File: config.mk
export PLATFORM = sky130hd
export DESIGN_NAME = fir_chan_sched_flat
export DESIGN_NICKNAME = d
export VERILOG_FILES = /design/src/rtl/fir_sched_pkg.sv /design/src/rtl/fir_chan_sched_if.sv /design/src/rtl/fir_rate_div.sv /design/src/rtl/fir_chan_sched.sv /design/src/flat_wrapper.sv
export SDC_FILE = /design/constraint.sdc
export NUM_CORES = 1
export LEC_CHECK = 0
export ABC_AREA = 1
export ABC_CLOCK_PERIOD_IN_PS = 2800
export BUFFER_PORTS_ARGS = -buffer_cell sky130_fd_sc_hd__buf_4
export CAP_MARGIN = 10
export CORE_UTILIZATION = 48
export CTS_BUF_LIST = sky130_fd_sc_hd__clkbuf_4
export DETAILED_ROUTE_END_ITERATION = 10
export PLACE_DENSITY_LB_ADDON = 0.2
export SYNTH_ARGS = -nofsm -noshare
export SYNTH_HDL_FRONTEND = slang
export SYNTH_SLANG_ARGS = --single-unit
File: constraint.sdc
create_clock -name clk -period 2.8 [get_ports clk]
set_input_delay 0.56 -clock clk [delete_from_list [all_inputs] [get_ports clk]]
set_output_delay 0.56 -clock clk [all_outputs]
set_load 0.005 [all_outputs]
File: src/rtl/fir_sched_pkg.sv
// Shared types, constants and helpers for the two-channel FIR sample scheduler.
package fir_sched_pkg;

    localparam int unsigned DIN_W  = 16;
    localparam int unsigned DOUT_W = 18;

    // FIR channel-select encoding
    localparam logic CH_A = 1'b1;
    localparam logic CH_B = 1'b0;

    typedef enum logic [1:0] {
        IDLE     = 2'd0,
        ISSUE_A  = 2'd1,
        WAIT_GAP = 2'd2,
        ISSUE_B  = 2'd3
    } state_t;

    // Bits needed to hold values 0..v-1 (at least one bit)
    function automatic int unsigned clog2(input int unsigned v);
        int unsigned r;
        r = 0;
        while ((64'd1 << r) < 64'(v)) begin
            r = r + 1;
        end
        return (r == 0) ? 1 : r;
    endfunction

endpackage

File: src/rtl/fir_chan_sched_if.sv
// Scheduler <-> rx_fir bus: new-data issue path and result return path.
interface fir_chan_sched_if;
    import fir_sched_pkg::*;

    logic              sclr;
    logic              nd;
    logic [DIN_W-1:0]  din;
    logic              chan_in;
    logic              rdy;
    logic [DOUT_W-1:0] dout;
    logic              chan_out;

    modport master (
        output sclr, nd, din, chan_in,
        input  rdy, dout, chan_out
    );

    modport slave (
        input  sclr, nd, din, chan_in,
        output rdy, dout, chan_out
    );

endinterface

File: src/rtl/fir_rate_div.sv
// Sample-period divider: counts 0..DIV-1 while enabled and flags the last count.
module fir_rate_div
    import fir_sched_pkg::*;
#(
    parameter int unsigned DIV = 64
) (
    input  logic clk,
    input  logic rst,
    input  logic en,
    output logic tick_c
);

    localparam int unsigned CNT_W = clog2(DIV);

    logic [CNT_W-1:0] cnt;

    // Divider counter; held at zero while disabled
    always_ff @(posedge clk or posedge rst) begin
        if (rst) begin
            cnt <= '0;
        end else if (!en || cnt == CNT_W'(DIV - 1)) begin
            cnt <= '0;
        end else begin
            cnt <= cnt + CNT_W'(1);
        end
    end

    assign tick_c = en && (cnt == CNT_W'(DIV - 1));

endmodule

File: src/rtl/fir_chan_sched.sv
// Two-channel sample scheduler for the shared rx_fir: issues A/B sample pairs,
// demultiplexes results and flags overrun / handshake errors.
module fir_chan_sched
    import fir_sched_pkg::*;
#(
    parameter int unsigned DIV     = 64,
    parameter int unsigned GAP     = 2,
    parameter int unsigned TIMEOUT = 48
) (
    input  logic                    clk,
    input  logic                    rst,
    input  logic                    en,
    input  logic                    clr_err,
    input  logic [DIN_W-1:0]        din_a,
    input  logic [DIN_W-1:0]        din_b,
    output logic                    sample_tick,
    fir_chan_sched_if.master        fir,
    output logic [DOUT_W-1:0]       dout_a,
    output logic [DOUT_W-1:0]       dout_b,
    output logic                    vld_a,
    output logic                    vld_b,
    output logic                    busy,
    output logic                    overrun,
    output logic                    proto_err
);

    localparam int unsigned GAP_W    = clog2(GAP);
    localparam int unsigned GAP_LAST = (GAP >= 2) ? GAP - 2 : 0;
    localparam int unsigned TO_W     = clog2(TIMEOUT);
    localparam int unsigned OUT_W    = 2;

    if (DIV < GAP + 3 || GAP < 1) begin : g_param_check
        $error("fir_chan_sched: requires DIV >= GAP+3 and GAP >= 1");
    end

    logic              tick_c;
    state_t            state_q, state_d;
    logic [GAP_W-1:0]  gap_q, gap_d;
    logic [DIN_W-1:0]  hold_b_q, hold_b_d;
    logic              nd_q, nd_d;
    logic [DIN_W-1:0]  din_q, din_d;
    logic              chan_q, chan_d;
    logic              sclr_q;
    logic [OUT_W-1:0]  out_q, out_d;
    logic [TO_W-1:0]   to_q, to_d;
    logic              ovr_q, ovr_d;
    logic              perr_q, perr_d;
    logic              busy_q;
    logic [DOUT_W-1:0] dout_a_q, dout_b_q;
    logic              vld_a_q, vld_b_q;
    logic              spur_c, stall_c, tmo_c;

    fir_rate_div #(.DIV(DIV)) u_div (
        .clk    (clk),
        .rst    (rst),
        .en     (en),
        .tick_c (tick_c)
    );

    // FSM state register
    always_ff @(posedge clk or posedge rst) begin
        if (rst) begin
            state_q <= IDLE;
            gap_q   <= '0;
        end else begin
            state_q <= state_d;
            gap_q   <= gap_d;
        end
    end

    // Next state and next issue-register values; a pair always completes once started
    always_comb begin
        state_d  = state_q;
        gap_d    = gap_q;
        hold_b_d = hold_b_q;
        nd_d     = 1'b0;
        din_d    = din_q;
        chan_d   = chan_q;
        unique case (state_q)
            IDLE: begin
                if (tick_c) begin
                    state_d  = ISSUE_A;
                    hold_b_d = din_b;
                    nd_d     = 1'b1;
                    din_d    = din_a;
                    chan_d   = CH_A;
                end
            end
            ISSUE_A: begin
                if (GAP == 1) begin
                    state_d = ISSUE_B;
                    nd_d    = 1'b1;
                    din_d   = hold_b_q;
                    chan_d  = CH_B;
                end else begin
                    state_d = WAIT_GAP;
                    gap_d   = '0;
                end
            end
            WAIT_GAP: begin
                if (gap_q == GAP_W'(GAP_LAST)) begin
                    state_d = ISSUE_B;
                    nd_d    = 1'b1;
                    din_d   = hold_b_q;
                    chan_d  = CH_B;
                end else begin
                    gap_d = gap_q + GAP_W'(1);
                end
            end
            ISSUE_B: begin
                state_d = IDLE;
            end
            default: begin
                state_d = IDLE;
            end
        endcase
    end

    // Outstanding-result tracking, timeout and sticky error flags
    always_comb begin
        spur_c  = fir.rdy && (out_q == '0);
        stall_c = (out_q != '0) && !fir.rdy;
        tmo_c   = stall_c && (to_q == TO_W'(TIMEOUT - 1));
        to_d    = (stall_c && !tmo_c) ? to_q + TO_W'(1) : '0;
        out_d   = out_q;
        if (tmo_c) begin
            out_d = '0;
        end else if (nd_q && !fir.rdy) begin
            out_d = (out_q == OUT_W'(2)) ? out_q : out_q + OUT_W'(1);
        end else if (!nd_q && fir.rdy) begin
            out_d = (out_q == '0) ? out_q : out_q - OUT_W'(1);
        end
        ovr_d  = (tick_c && (out_q != '0)) || (ovr_q && !clr_err);
        perr_d = spur_c || tmo_c || (perr_q && !clr_err);
    end

    // Issue registers, counters, flags and result demux
    always_ff @(posedge clk or posedge rst) begin
        if (rst) begin
            hold_b_q <= '0;
            nd_q     <= 1'b0;
            din_q    <= '0;
            chan_q   <= 1'b0;
            sclr_q   <= 1'b1;
            out_q    <= '0;
            to_q     <= '0;
            ovr_q    <= 1'b0;
            perr_q   <= 1'b0;
            busy_q   <= 1'b0;
            dout_a_q <= '0;
            dout_b_q <= '0;
            vld_a_q  <= 1'b0;
            vld_b_q  <= 1'b0;
        end else begin
            hold_b_q <= hold_b_d;
            nd_q     <= nd_d;
            din_q    <= din_d;
            chan_q   <= chan_d;
            sclr_q   <= 1'b0;
            out_q    <= out_d;
            to_q     <= to_d;
            ovr_q    <= ovr_d;
            perr_q   <= perr_d;
            busy_q   <= (state_d != IDLE) || (out_d != '0);
            vld_a_q  <= fir.rdy && (fir.chan_out == CH_A);
            vld_b_q  <= fir.rdy && (fir.chan_out == CH_B);
            if (fir.rdy && fir.chan_out == CH_A) begin
                dout_a_q <= fir.dout;
            end
            if (fir.rdy && fir.chan_out == CH_B) begin
                dout_b_q <= fir.dout;
            end
        end
    end

    assign sample_tick = tick_c;
    assign fir.sclr    = sclr_q;
    assign fir.nd      = nd_q;
    assign fir.din     = din_q;
    assign fir.chan_in = chan_q;
    assign dout_a      = dout_a_q;
    assign dout_b      = dout_b_q;
    assign vld_a       = vld_a_q;
    assign vld_b       = vld_b_q;
    assign busy        = busy_q;
    assign overrun     = ovr_q;
    assign proto_err   = perr_q;

endmodule
File: src/flat_wrapper.sv
// flat-port wrapper written by rule: the top's interface ports become plain ports
module fir_chan_sched_flat import fir_sched_pkg::*;
#(
    parameter int unsigned DIV     = 64,
    parameter int unsigned GAP     = 2,
    parameter int unsigned TIMEOUT = 48
)
  (clk, rst, en, clr_err, din_a, din_b, sample_tick, dout_a, dout_b, vld_a, vld_b, busy, overrun, proto_err, fir_sclr, fir_nd, fir_din, fir_chan_in, fir_rdy, fir_dout, fir_chan_out);
  fir_chan_sched_if fir_i ();
  input  logic clk;
  input  logic rst;
  input  logic en;
  input  logic clr_err;
  input  logic [DIN_W-1:0] din_a;
  input  logic [DIN_W-1:0] din_b;
  output logic sample_tick;
  output logic [DOUT_W-1:0] dout_a;
  output logic [DOUT_W-1:0] dout_b;
  output logic vld_a;
  output logic vld_b;
  output logic busy;
  output logic overrun;
  output logic proto_err;
  output wire logic [$bits(fir_i.sclr)-1:0] fir_sclr;
  output wire logic [$bits(fir_i.nd)-1:0] fir_nd;
  output wire logic [$bits(fir_i.din)-1:0] fir_din;
  output wire logic [$bits(fir_i.chan_in)-1:0] fir_chan_in;
  input wire logic [$bits(fir_i.rdy)-1:0] fir_rdy;
  input wire logic [$bits(fir_i.dout)-1:0] fir_dout;
  input wire logic [$bits(fir_i.chan_out)-1:0] fir_chan_out;
  assign fir_sclr = fir_i.sclr;
  assign fir_nd = fir_i.nd;
  assign fir_din = fir_i.din;
  assign fir_chan_in = fir_i.chan_in;
  assign fir_i.rdy = fir_rdy;
  assign fir_i.dout = fir_dout;
  assign fir_i.chan_out = fir_chan_out;
  fir_chan_sched #(.DIV(DIV), .GAP(GAP), .TIMEOUT(TIMEOUT)) u_core (.clk(clk), .rst(rst), .en(en), .clr_err(clr_err), .din_a(din_a), .din_b(din_b), .sample_tick(sample_tick), .fir(fir_i), .dout_a(dout_a), .dout_b(dout_b), .vld_a(vld_a), .vld_b(vld_b), .busy(busy), .overrun(overrun), .proto_err(proto_err));
endmodule
==> results of run 1 <==
[worst paths after layout]
kind / start / endpoint / slack [ns] / cells past startpoint
max in group asynchronous: rst / u_core.fir.sclr$_DFF_PP1_ / 1.85 / 3
setup reg to reg: u_core.state_q[0]$_DFF_PP0_ / u_core.fir.din[10]$_DFFE_PP0P_ / 0.90 / 7
hold reg to reg: u_core.u_div.cnt[0]$_DFF_PP0_ / u_core.u_div.cnt[0]$_DFF_PP0_ / 0.47 / 1
setup / recovery: u_core.u_div.cnt[0]$_DFF_PP0_ / sample_tick / 0.48 / 7
hold / removal: rst / u_core.dout_a[2]$_DFFE_PP0P_ / 0.16 / 2
min in group clk: fir_chan_out / u_core.vld_b$_DFF_PP0_ / 0.33 / 2
[power breakdown]
group | leakage, nW | switching [mW] | internal, mW
registers | 1.21 | 0.0495 | 1.41
clock network | 0.0653 | 0.466 | 0.197
logic | 1.53 | 0.159 | 0.186
[cells by family after synthesis]
family,share of synthesized area [%]
compound gates,4.94
xor+xnor,0.887
fa+ha+maj,2.53
buf+inv,7.22
flops,58.3
other cells,0.0949
simple gates,26.0
[area by class of cell]
class,instances,area share [%]
Clock buffer,9,1.34
Clock inverter,7,1.15
Inverter,44,3.41
Multi-Input combinational cell,295,27.1
Sequential cell,92,45.8
Tap cell,102,2.54
Timing Repair Buffer,123,18.6
[cells in the mapped netlist (all sizes together)]
master    n
a21oi     1
buf      13
clkbuf    6
clkinv    1
conb      1
dfrtp    91
dfstp     1
ha        8
inv      43
nand2   173
nand3    46
nand4     2
nor2     17
nor3      1
nor3b     3
o21ai    38
or2       1
xnor2     1
xor2      3
[critical path: cells and delay by family, from the launching register on]
kind	cells	cell delay (ns)
flops	1	0.40
buf+inv	3	0.40
simple gates	3	0.38
fa+ha+maj	1	0.18
[stage by stage]
| stage | worst slack [ns] | area, um2 | total power, mW |
|---|---|---|---|
| after floorplan | 1.06 | 3960 | 1.62 |
| after global placement | 0.978 | 4900 | 1.82 |
| after detailed placement | 0.913 | 4900 | 1.83 |
| after CTS | 0.430 | 5030 | 2.50 |
| after global routing | 0.310 | 5030 | 2.60 |
| final | 0.475 | 5030 | 2.47 |
[per-layer routing]
metal / vias to the layer above / global-route usage, %
li1: 1627 / -
met4: 0 / 8.72
met1: 1503 / 25.3
met3: 12 / 5.01
met2: 93 / 34.4
met5: - / 0
[sequential cells by signal, summed over array words and instances, names as in the netlist]
register / cells
u_core.fir.sclr: 1
u_core.proto_err: 1
u_core.fir.chan_in: 1
u_core.fir.nd: 1
u_core.vld_a: 1
u_core.u_div.cnt: 6
u_core.hold_b_q: 16
u_core.busy: 1
u_core.dout_b: 18
u_core.fir.din: 16
u_core.out_q: 2
u_core.dout_a: 18
u_core.state_q: 2
u_core.overrun: 1
u_core.to_q: 6
u_core.vld_b: 1
==> summary.txt, run 1 <==
Run status
  – Status: finished clean

Synthesis
  – Synth Register Bits: 92
  – Distinct cells, synth: 27
  – Sequential fraction of the synthesis area: 58.3%
  – Cell Area, Synth: 3950 um2
  – Synth Net Count: 514
  – Yosys warns: 0
  – Mean post-synth cell area: 8.78 um2
  – Cells after Synth: 450
  – Synth top area share: 57.6%
  – Synth top area cells: dfrtp_1, nand2_1, nand3_1
  – Area leader, netlist: dfrtp_1

STA
  – F_max: 0.430 GHz
  – RSZ-0062 raised after global routing: false
  – Max-slew headroom: 60.0%
  – Setup_tns: 0 ns
  – Skew final: 0.0181 ns
  – Final setup fails: 0
  – Final Hold Viols: 0
  – Worst Max-Slew Pin Slew: 0.599 ns
  – Hold_ws: 0.159 ns
  – Final Slew Violations: 0
  – Crit share post-route: 83.0%
  – Min Clock Period, post-route: 2.32 ns

Floorplanning
  – Row count: 32
  – Ports: 117
  – Die area: 8600 um2
  – Die height: 92.7 um
  – Initial Util: 50.4%
  – Chip width: 92.7 um
  – Core ar.: 7850 um2

Setup path
  – CP endpoint kind: output port
  – Worst path slowest cell: dfrtp_1
  – Worst EP required: 2.24 ns
  – Most used cell, CP: buf_4
  – Crit-path cells: ha_1, nand2_1, nor2_4, nand3_1, clkinv_1, buf_4, buf_4
  – Crit path kind: flop to output port
  – Critical path peak fanout: 17
  – CP peak stage delay: 0.40 ns
  – CP startpoint kind: flop
  – Arr. time, crit path: 1.76 ns

Clock network
  – Clock latency on the worst-skew pair: 0.42 ns
  – H-Tree Depth: 3
  – Worst-path clk slew: 0.16 ns
  – Clock Root Buffer: clkbuf_4
  – CTS tree: done
  – Hold buffers post-CTS: 0
  – Max Root-Sink Buffers: 2
  – Clock sinks: 92
  – Setup Fix Bufs, Post-CTS: 0
  – Post-CTS Resized: 0
  – CTS Buf Count: 9

Power
  – Worst VDD drop: 0.289 mV
  – Leakage: 2.81 nW
  – Pwr per Cell Area: 491 nW/um2

Layout
  – Diodes inserted: 0
  – Area occupied by multi-input gates: 1360 um2
  – Commonest non-fill, non-tap cells in the layout: nand2_1, buf_4, dfrtp_1, nand3_1, inv_1
  – FILL cells: 675
  – Total Nets Final: 629
  – Final design utilization: 64.0%
  – Area grow syn2layout: 27.2%
  – Commonest non-fill, non-tap cell in the layout: nand2_1
  – Storage cell area: 2300 um2
  – Final cell count without fillers: 672
  – Share of layout cells above drive strength 1: 25.6%

Routing
  – Final WL: 8370 um
  – M1 WL: 3700 um
  – Post-route DRC: 0
  – Met3 wire len: 489 um
  – Final ANT Viol Nets: 0
  – TritonRoute pass-1 iters: 4
  – Via density: 4.81
  – Vias: 3235
  – Initial detailed-routing violation count: 92
  – Avg WL per Cell: 12.5 um
  – Routed wire length on met2: 4060 um
  – DR top layer: met4

GRT
  – Total grt overflow: 0
  – First-pass GRT wire length: 13900 um
  – Initial antenna violation count: 0
  – Largest net degree at the start of global routing: 41
  – Vias in the first global route: 3122
  – Tot GR Track Use: 20.5%

Placement
  – GP Congestion: 0.800
  – PortBufs: 116
  – Post-DP HPWL: 5970 um
  – Placed Cells incl. Taps: 656

Job
  – Max cap viols: 0

Worst hold path
  – Hold Path Class: input pin to asynchronous set/reset pin
Note: power is estimated with default switching activity, not from simulation.
==> inputs of run 2 (changes only) <==
--- a/config.mk
+++ b/config.mk
@@ -5,11 +5,11 @@
 export SDC_FILE = /design/constraint.sdc
 export NUM_CORES = 1
 export LEC_CHECK = 0
-export ABC_AREA = 1
-export ABC_CLOCK_PERIOD_IN_PS = 2800
+export ABC_AREA = 0
+export ABC_CLOCK_PERIOD_IN_PS = 2250
 export BUFFER_PORTS_ARGS = -buffer_cell sky130_fd_sc_hd__buf_4
 export CAP_MARGIN = 10
-export CORE_UTILIZATION = 48
+export CORE_UTILIZATION = 53
 export CTS_BUF_LIST = sky130_fd_sc_hd__clkbuf_4
 export DETAILED_ROUTE_END_ITERATION = 10
 export PLACE_DENSITY_LB_ADDON = 0.2
==> constraint.sdc (replaced) <==
create_clock -name clk -period 2.25 [get_ports clk]
set_input_delay 0.45 -clock clk [delete_from_list [all_inputs] [get_ports clk]]
set_output_delay 0.45 -clock clk [all_outputs]
set_load 0.005 [all_outputs]
==> summary.txt, run 2 <==
Routing
  – Final ANT Viol Nets: 0
  – Final WL: 7570 um
  – Post-route DRC: 0
  – Avg WL per Cell: 14.9 um
  – Via density: 5.05
  – Vias: 2566
  – Initial detailed-routing violation count: 143
  – TritonRoute pass-1 iters: 4

Clock network
  – Post-CTS Resized: 0
  – H-Tree Depth: 3
  – Clock sinks: 92
  – CTS tree: done
  – CTS Buf Count: 9
  – Hold buffers post-CTS: 0
  – Setup Fix Bufs, Post-CTS: 0
  – Worst-path clk slew: 0.15 ns
  – Clock Root Buffer: clkbuf_4
  – Clock latency on the worst-skew pair: 0.42 ns
  – Max Root-Sink Buffers: 2

Power
  – Leakage: 2.44 nW
  – Pwr per Cell Area: 690 nW/um2
  – Worst VDD drop: 0.425 mV

GRT
  – M2 GR Usage: 36.4%
  – Largest net degree at the start of global routing: 35
  – Total grt overflow: 0
  – Met1 Use GR: 27.2%
  – Vias in the first global route: 2724
  – Initial antenna violation count: 0
  – First-pass GRT wire length: 12500 um
  – Global route hottest layer: met2
  – Met3 Use GR: 6.19%
  – Tot GR Track Use: 22.0%

Floorplanning
  – Ports: 117
  – Initial Util: 55.1%
  – Chip width: 86.3 um
  – Row count: 30
  – Die height: 86.3 um
  – Die area: 7440 um2
  – Core ar.: 6830 um2

Setup path
  – Critical path peak fanout: 4
  – CP endpoint kind: output port
  – Arr. time, crit path: 1.68 ns
  – Crit path kind: flop to output port
  – CP startpoint kind: flop
  – Worst EP required: 1.80 ns

STA
  – Final Hold Viols: 0
  – Setup_tns: 0 ns
  – Fin worst setup slack: 0.120 ns
  – RSZ-0062 raised after global routing: false
  – Crit share post-route: 94.7%
  – Max-slew headroom: 58.6%
  – Final setup fails: 0
  – F_max: 0.469 GHz
  – Worst Max-Slew Pin Slew: 0.619 ns
  – Skew final: 0.0106 ns
  – Min Clock Period, post-route: 2.13 ns
  – Final Slew Violations: 0

Synthesis
  – Cells after Synth: 282
  – Post-synth EDFFs: 0
  – Share of flip-flops with an asynchronous set or reset: 100%
  – Yosys warns: 0
  – Top-count cell post-synth: dfrtp_1
  – Synth Register Bits: 92
  – Ys flop type: dfrtp_1
  – Mean post-synth cell area: 13.3 um2
  – Synth top area cells: dfrtp_1, mux2_2, mux2i_1
  – Most frequent cells after synthesis: dfrtp_1, mux2_2, nor2_1, a21oi_1, mux2i_1
  – Area leader, netlist: dfrtp_1
  – Distinct cells, synth: 35
  – Synth Net Count: 346
  – Sequential fraction of the synthesis area: 61.2%
  – Cell Area, Synth: 3760 um2
  – Synth top area share: 60.5%

Layout
  – Area grow syn2layout: 32.3%
  – Commonest non-fill, non-tap cell in the layout: buf_4
  – Total Nets Final: 471
  – Diodes inserted: 0
  – Final design utilization: 72.9%
  – Design Area, Final: 4980 um2
  – Commonest non-fill, non-tap cells in the layout: buf_4, dfrtp_1, mux2_2, nor2_1
  – Final cell count without fillers: 508
  – Share of layout cells above drive strength 1: 47.6%

Run status
  – Status: finished clean

Placement
  – Placed Cells incl. Taps: 492
  – Pre-CTS setup slack: 0.393 ns
  – Post-DP HPWL: 5500 um
  – DP Area: 4790 um2
  – PortBufs: 116
  – GP Congestion: 0.773

Job
  – Max cap viols: 0

Worst hold path
  – Hold Path Class: input pin to asynchronous set/reset pin
run 2: cell count changes in the layout (fill, tap and decap cells not counted), sizes merged, moves of 4 or more:
cell | before | now
nand2 | 173 | 5
nand3 | 46 | 6
mux2i | 0 | 17
mux2 | 0 | 52
inv | 46 | 14
o21ai | 38 | 3
a21oi | 1 | 17
nor2 | 17 | 29
nand2b | 0 | 4
run 2: cells by family (layout without fill, tap and decap cells):
family	after synthesis	after routing	share of synthesized area, %
flops	92	92	61.2
mux	69	69	20.1
simple gates	53	53	7.05
compound gates	28	28	4.39
buf+inv	23	153	2.66
fa+ha+maj	8	8	2.66
xor+xnor	8	8	1.86
other cells	1	1	0.0996
run 2: cell type report:
cell class / count / area [um2]
flip-flops and latches: 92 / 2300
fillers: 505 / 1850
multi-input cells: 167 / 1360
repair buffers: 124 / 956
clock inverters: 7 / 121
well taps: 96 / 120
clock buffers: 9 / 67.6
inverters: 13 / 52.6
run 2: worst max-delay path, stage by stage (launching register included):
cell,delay (ns)
dfrtp_1,0.42
ha_1,0.24
and3_1,0.21
and4_1,0.24
buf_4,0.15
run 2: final timing paths:
path / cells after the start / endpoint / from / slack [ns]
hold / removal: 2 / u_core.dout_b[17]$_DFFE_PP0P_ / rst / 0.08
max in group asynchronous: 3 / u_core.to_q[2]$_DFF_PP0_ / rst / 1.60
setup / recovery: 4 / sample_tick / u_core.u_div.cnt[0]$_DFF_PP0_ / 0.12
setup reg to reg: 5 / u_core.busy$_DFF_PP0_ / u_core.out_q[1]$_DFF_PP0_ / 0.37
hold reg to reg: 1 / u_core.u_div.cnt[0]$_DFF_PP0_ / u_core.u_div.cnt[0]$_DFF_PP0_ / 0.47
min in group clk: 2 / u_core.overrun$_DFF_PP0_ / clr_err / 0.21
run 2: routing by layer:
layer | routed length [um] | vias to the layer above
li1 | - | 1217
met2 | 3780 | 79
met4 | 163 | 0
met5 | 0 | -
met3 | 453 | 17
met1 | 3170 | 1253
run 2: per-stage QoR:
step,hold slack (ns),power (mW)
after detailed placement,0.454,2.36
after global routing,0.0841,3.60
final,0.0824,3.44
after CTS,0.0713,3.49
after floorplan,0.431,2.05
after global placement,0.444,2.33
run 2: power by group:
group	leakage, nW	switching (mW)	total [mW]	internal [mW]
Clock	0.101	0.551	1.12	0.571
Sequential	1.19	0.0637	1.83	1.77
Combinational	1.16	0.183	0.482	0.299
